`src/rtl/gf_2m_div.sv`:
```
// Sequential GF(2^m) divider y = a * b^-1 mod p, inverse via Fermat exponentiation b^(2^m-2).
// Optional divide-by-zero flag enabled by defining GF_DIV_ZERO_CHECK_EN.

module gf_2m_mul #(
    parameter int m = 4
) (
    input  logic [m-1:0] a,
    input  logic [m-1:0] b,
    input  logic [m-1:0] p,
    output logic [m-1:0] y
);
    logic [m-1:0] acc;

    // Horner form, MSB of b first: shift, fold x^m back through p, add a.
    always_comb begin
        acc = '0;
        for (int i = m - 1; i >= 0; i--) begin
            acc = {acc[m-2:0], 1'b0} ^ (acc[m-1] ? p : '0);
            if (b[i]) begin
                acc = acc ^ a;
            end
        end
        y = acc;
    end
endmodule

module gf_2m_div #(
    parameter int m = 4
) (
    input  logic         clk,
    input  logic         rst,
    input  logic         start,
    input  logic [m-1:0] a,
    input  logic [m-1:0] b,
    input  logic [m-1:0] p,
    output logic         busy,
    output logic         done,
    output logic [m-1:0] y,
    output logic         err
);
    localparam int CW = (m <= 2) ? 1 : $clog2(m);

    typedef enum logic [1:0] {
        IDLE = 2'd0,
        RUN  = 2'd1,
        DONE = 2'd2
    } state_t;

    state_t        state_q, state_d;
    logic [m-1:0]  r_q, r_d;
    logic [m-1:0]  sq_q, sq_d;
    logic [m-1:0]  pr_q, pr_d;
    logic [CW-1:0] cnt_q, cnt_d;
    logic [m-1:0]  y_q, y_d;
    logic [m-1:0]  sq_n;
    logic [m-1:0]  r_n;
    logic          load;

    gf_2m_mul #(.m(m)) u_square (
        .a (sq_q),
        .b (sq_q),
        .p (pr_q),
        .y (sq_n)
    );

    // Chained on the fresh square so r picks up b^(2^(k+1)) in the same cycle.
    gf_2m_mul #(.m(m)) u_accum (
        .a (r_q),
        .b (sq_n),
        .p (pr_q),
        .y (r_n)
    );

`ifdef GF_DIV_ZERO_CHECK_EN
    logic zf_q, zf_d;
    logic err_q, err_d;
`endif

    always_comb begin
        state_d = state_q;
        r_d     = r_q;
        sq_d    = sq_q;
        pr_d    = pr_q;
        cnt_d   = cnt_q;
        y_d     = y_q;
        busy    = 1'b0;
        done    = 1'b0;
        load    = 1'b0;
`ifdef GF_DIV_ZERO_CHECK_EN
        zf_d    = zf_q;
        err_d   = err_q;
`endif
        case (state_q)
            IDLE: begin
                load = start;
            end
            RUN: begin
                busy  = 1'b1;
                sq_d  = sq_n;
                r_d   = r_n;
                cnt_d = cnt_q - CW'(1);
                if (cnt_q == CW'(1)) begin
                    state_d = DONE;
`ifdef GF_DIV_ZERO_CHECK_EN
                    y_d     = zf_q ? '0 : r_n;
                    err_d   = zf_q;
`else
                    y_d     = r_n;
`endif
                end
            end
            DONE: begin
                done    = 1'b1;
                state_d = IDLE;
                load    = start;
            end
            default: begin
                state_d = IDLE;
            end
        endcase

        if (load) begin
            state_d = RUN;
            r_d     = a;
            sq_d    = b;
            pr_d    = p;
            cnt_d   = CW'(m - 1);
`ifdef GF_DIV_ZERO_CHECK_EN
            zf_d    = (b == '0);
`endif
        end
    end

    always_ff @(posedge clk or posedge rst) begin
        if (rst) begin
            state_q <= IDLE;
            r_q     <= '0;
            sq_q    <= '0;
            pr_q    <= '0;
            cnt_q   <= '0;
            y_q     <= '0;
        end else begin
            state_q <= state_d;
            r_q     <= r_d;
            sq_q    <= sq_d;
            pr_q    <= pr_d;
            cnt_q   <= cnt_d;
            y_q     <= y_d;
        end
    end

`ifdef GF_DIV_ZERO_CHECK_EN
    always_ff @(posedge clk or posedge rst) begin
        if (rst) begin
            zf_q  <= 1'b0;
            err_q <= 1'b0;
        end else begin
            zf_q  <= zf_d;
            err_q <= err_d;
        end
    end

    assign err = err_q;
`else
    assign err = 1'b0;
`endif

    assign y = y_q;

endmodule

```
`config.mk`:
```
export PLATFORM = sky130hd
export DESIGN_NAME = gf_2m_div
export DESIGN_NICKNAME = d
export VERILOG_FILES = /design/src/rtl/gf_2m_div.sv
export SDC_FILE = /design/constraint.sdc
export NUM_CORES = 1
export LEC_CHECK = 0
export ABC_AREA = 1
export BUFFER_PORTS_ARGS = -buffer_cell sky130_fd_sc_hd__buf_2
export CELL_PAD_IN_SITES_DETAIL_PLACEMENT = 1
export CELL_PAD_IN_SITES_GLOBAL_PLACEMENT = 1
export CORE_AREA = 10 10 95 97
export CTS_CLUSTER_DIAMETER = 200
export CTS_CLUSTER_SIZE = 40
export DETAILED_ROUTE_END_ITERATION = 8
export DIE_AREA = 0 0 105 107
export PLACE_DENSITY_LB_ADDON = 0.08
export SLEW_MARGIN = 0
export SYNTH_ARGS = -nofsm -noshare
export SYNTH_HDL_FRONTEND = slang
export SYNTH_SLANG_ARGS = --single-unit
```
`constraint.sdc`:
```
create_clock -name clk -period 5.3 [get_ports clk]
set_clock_uncertainty 0.2 [all_clocks]
set_input_delay 0.795 -clock clk [delete_from_list [all_inputs] [get_ports clk]]
set_output_delay 0.795 -clock clk [all_outputs]
set_load 0.02 [all_outputs]
```
==> results.md <==
Floorplan:
- The die outline height is 107 um.
- The core area is 0.00714 mm2.
- The floorplan has 31 rows.
- The die footprint is 0.0112 mm2.
- The initial cell density of the core is 22.7%.
- Measured along the x axis, the die boundary spans 105 um.
- In this run the count of I/O pins placed on the die edge is 22.

Synth:
- The cell area after synthesis is 0.00162 mm2.
- The number of nets in the synthesized netlist is 263.
- The cell accounting for the most synthesized area is sky130_fd_sc_hd__dfrtp_1.
- The leading register cell type out of synthesis is sky130_fd_sc_hd__dfrtp_1.
- After synthesis, the share of flip-flops with an asynchronous set or reset is 100%.
- After synthesis the netlist holds a flip-flop and latch count of 20.
- In this run the biggest area consumer among cell types represents 30.9% of the synthesized area.
- The number of enable-type register cells in the synthesized netlist is 0.
- The register area share after synthesis is 30.9%.
- The number of library cell types mapped by synthesis is 29.
- Counting every instance in the synthesized netlist gives 247.
- The total number of yosys warnings is 0.
- In the post-synthesis netlist, the biggest area contributors are sky130_fd_sc_hd__dfrtp_1 (31%), sky130_fd_sc_hd__nand2_1 (16%), sky130_fd_sc_hd__nand3_1 (11%).
- The mean area per synthesized cell is 6.55 um2.

Clock tree:
- TritonCTS created 3 clock buffers.
- The clock-pin slew reported for the worst setup and hold paths after clock tree synthesis is 80 ps.
- The hold buffer count at cts is 0.
- Clock tree synthesis found a total of 20 sinks.
- The count of cells resized by post-cts repair is 0.
- The worst-skew pair later-pin latency is 260 ps.
- The number of setup buffers added after CTS is 0.
- The tree is rooted in a sky130_fd_sc_hd__clkbuf_8.
- The clock tree from TritonCTS is done.
- The buffer depth of the longest clock path is 2.
- The H-tree depth is 1.

Critical path:
- Data on the critical path is required at its endpoint by 5310 ps.
- In this design, the stage delay of the slowest critical-path cell is 610 ps.
- The signal on the critical path passes through inv_2 -> nand2_2 -> nand3_1 -> nand2_2 -> nand2_4 -> nand2_2 -> nand2_2 -> nand2_4 -> nand2_2 -> nand2_2 -> nand3_2 -> nand3_2 -> nand2_2 -> nor2_1 -> nand2_1 -> nand2_1 -> nand2_1 -> nand2_1.
- The most numerous cell type found on the critical path is sky130_fd_sc_hd__nand2_2.
- The cell with the largest stage delay on the worst path is sky130_fd_sc_hd__dfrtp_1.
- The setup path with the least slack is of type reg -> reg.
- Together, buffers and inverters on the worst path number 1.
- The top cell family by delay on the critical path is simple AND/OR/NAND/NOR gates.
- Along the worst path, the maximum fanout reaches 9.
- The worst setup path is captured at a register.
- The data arrival at the endpoint of the critical path is 2710 ps.
- The launching element type of the critical path is a register.

Job:
- Across the run, the number of max-cap violations was 0.

Timing:
- The max-slew violation count is 0.
- The final cycle utilization of the critical path is 50.9%.
- The total negative slack for setup checks is 0 ps.
- At the pin with the least slew margin, the transition time is 828 ps.
- The final count of negative-setup-slack endpoints is 0.
- The total count of hold-check failures in the final report is 0.
- Measured against its own limit, the worst slew margin works out to 44.8%.
- The final critical path time including I/O delays and setup is 2700 ps.
- Setup repair after global routing left no endpoint under its margin.
- The highest achievable clock rate is 371 MHz.

Global routing:
- Global routing finished with a remaining overflow of 0.
- Entering global routing, the biggest net connects 21 pins.
- Global routing used 9.76% of the available tracks.
- The number of global-route vias before repair is 1753.
- The global-route wire length before repair is 9000 um.
- The initial antenna violation count is 0.

Layout:
- Counting the fill cells in the layout gives 923.
- In the final design database the tool counted 281 nets.
- Summing all flip-flop and latch instances after layout gives 500 um2.
- The share of cells above drive strength 1 is 20.1%.
- Relative to the synthesized area, the layout overhead comes to 15.3%.
- The multi-input logic area is 913 um2.
- The number of antenna diodes in the final layout is 0.
- Once layout is complete, the utilization of the core stands at 26.2%.

Placed design:
- The count of buffers added on input and output ports is 20.
- Routability-driven placement finished with a final weighted congestion of 0.796.
- The detailed placement HPWL is 4340 um.

Hold path:
- The class of the most critical hold timing path is reg -> reg.

Routing:
- The total vias in the final route is 1581.
- The antenna violation net count after detailed routing is 0.
- The remaining routing DRC violations is 0.
- The routed length per instance is 14.6 um.
- The first-pass detailed-route iteration total is 4.
- The post-detailed-routing wire length is 5310 um.
- The first routing iteration left 58 violations.
- Dividing the detail-routed via count by the number of cells gives 4.36.

Run status:
- The run finished with clean final reports.
-- synth_stat cells (4+ instances only) --
library cell,n
sky130_fd_sc_hd__nand3_1,36
sky130_fd_sc_hd__dfrtp_1,20
sky130_fd_sc_hd__o21ai_0,6
sky130_fd_sc_hd__inv_1,37
sky130_fd_sc_hd__nand4_1,4
sky130_fd_sc_hd__nand2_2,13
sky130_fd_sc_hd__nor2_1,15
sky130_fd_sc_hd__inv_2,4
sky130_fd_sc_hd__nand3_2,4
sky130_fd_sc_hd__a21oi_1,7
sky130_fd_sc_hd__nand2_1,71
-- cells in the final DEF (no fill, tap or decap), types with 4 or more instances in the layout --
cell type	n
sky130_fd_sc_hd__inv_2	4
sky130_fd_sc_hd__nor2_1	15
sky130_fd_sc_hd__buf_2	20
sky130_fd_sc_hd__a21oi_1	7
sky130_fd_sc_hd__nand4_1	4
sky130_fd_sc_hd__inv_1	37
sky130_fd_sc_hd__nand2_2	13
sky130_fd_sc_hd__nand2_1	71
sky130_fd_sc_hd__o21ai_0	6
sky130_fd_sc_hd__nand3_2	4
sky130_fd_sc_hd__nand3_1	36
sky130_fd_sc_hd__dfrtp_1	20
-- tightest hold or removal path: stages, from the launching register on --
cell and delay (ps):
sky130_fd_sc_hd__dfrtp_1 340, sky130_fd_sc_hd__nand2_1 50, sky130_fd_sc_hd__nand2_1 60
-- cell families (layout without fill, tap and decap cells) --
logic type	after synthesis	after routing	share of synthesized area, %
buffers and inverters	49	66	12.7
adder cells (fa/ha/maj)	1	1	0.773
other	1	1	0.232
AO/OA/AOI/OAI	21	21	7.88
flip-flops	20	20	30.9
AND/OR/NAND/NOR	150	150	44.8
XOR/XNOR	5	5	2.71
-- metal layers --
layer	wire (um)	global-route usage, %	vias up
met5	0	0	-
met4	51	2.65	0
met3	162	1.56	4
met2	2540	16.8	20
met1	2560	12.4	749
li1	-	-	808
-- worst paths after layout --
| check | startpoint | endpoint | slack, ps | cells past startpoint |
|---|---|---|---|---|
| worst min-delay path | y[1] | y[1] | 280 | 2 |
| min in group asynchronous | rst | cnt_q[0] | 480 | 2 |
| worst max-delay path | pr_q[3] | r_q[2] | 2600 | 18 |
| worst min register to register | y[1] | y[1] | 280 | 2 |
| worst max register to register | pr_q[3] | r_q[2] | 2600 | 18 |
| max in group asynchronous | rst | r_q[0] | 3910 | 2 |
-- per-stage QoR --
stage	hold WS, ps	setup slack [ps]	cell area (um2)	instances
floorplan	265	3230	1620	247
global placement	268	2550	1800	359
finish	282	2600	1870	363
detailed placement	267	2530	1800	359
CTS	291	2510	1870	363
global route	312	2290	1870	363
-- state kept, by name (all words and copies together), names as in the netlist --
| register | cells |
|---|---|
| sq_q | 4 |
| cnt_q | 2 |
| pr_q | 4 |
| r_q | 4 |
| state_q | 2 |
| y | 4 |
-- area by class of cell --
| class | instances | share of cell area (%) |
|---|---|---|
| well taps | 99 | 6.64 |
| inverters | 42 | 8.45 |
| clock inverters | 1 | 1.61 |
| clock buffers | 3 | 2.21 |
| multi-input cells | 178 | 48.9 |
| flip-flops and latches | 20 | 26.8 |
| repair buffers | 20 | 5.36 |
Power is left out: the tool's default activity adds up to more than one toggle a clock period on the data nets, which glitch-free logic cannot reach.
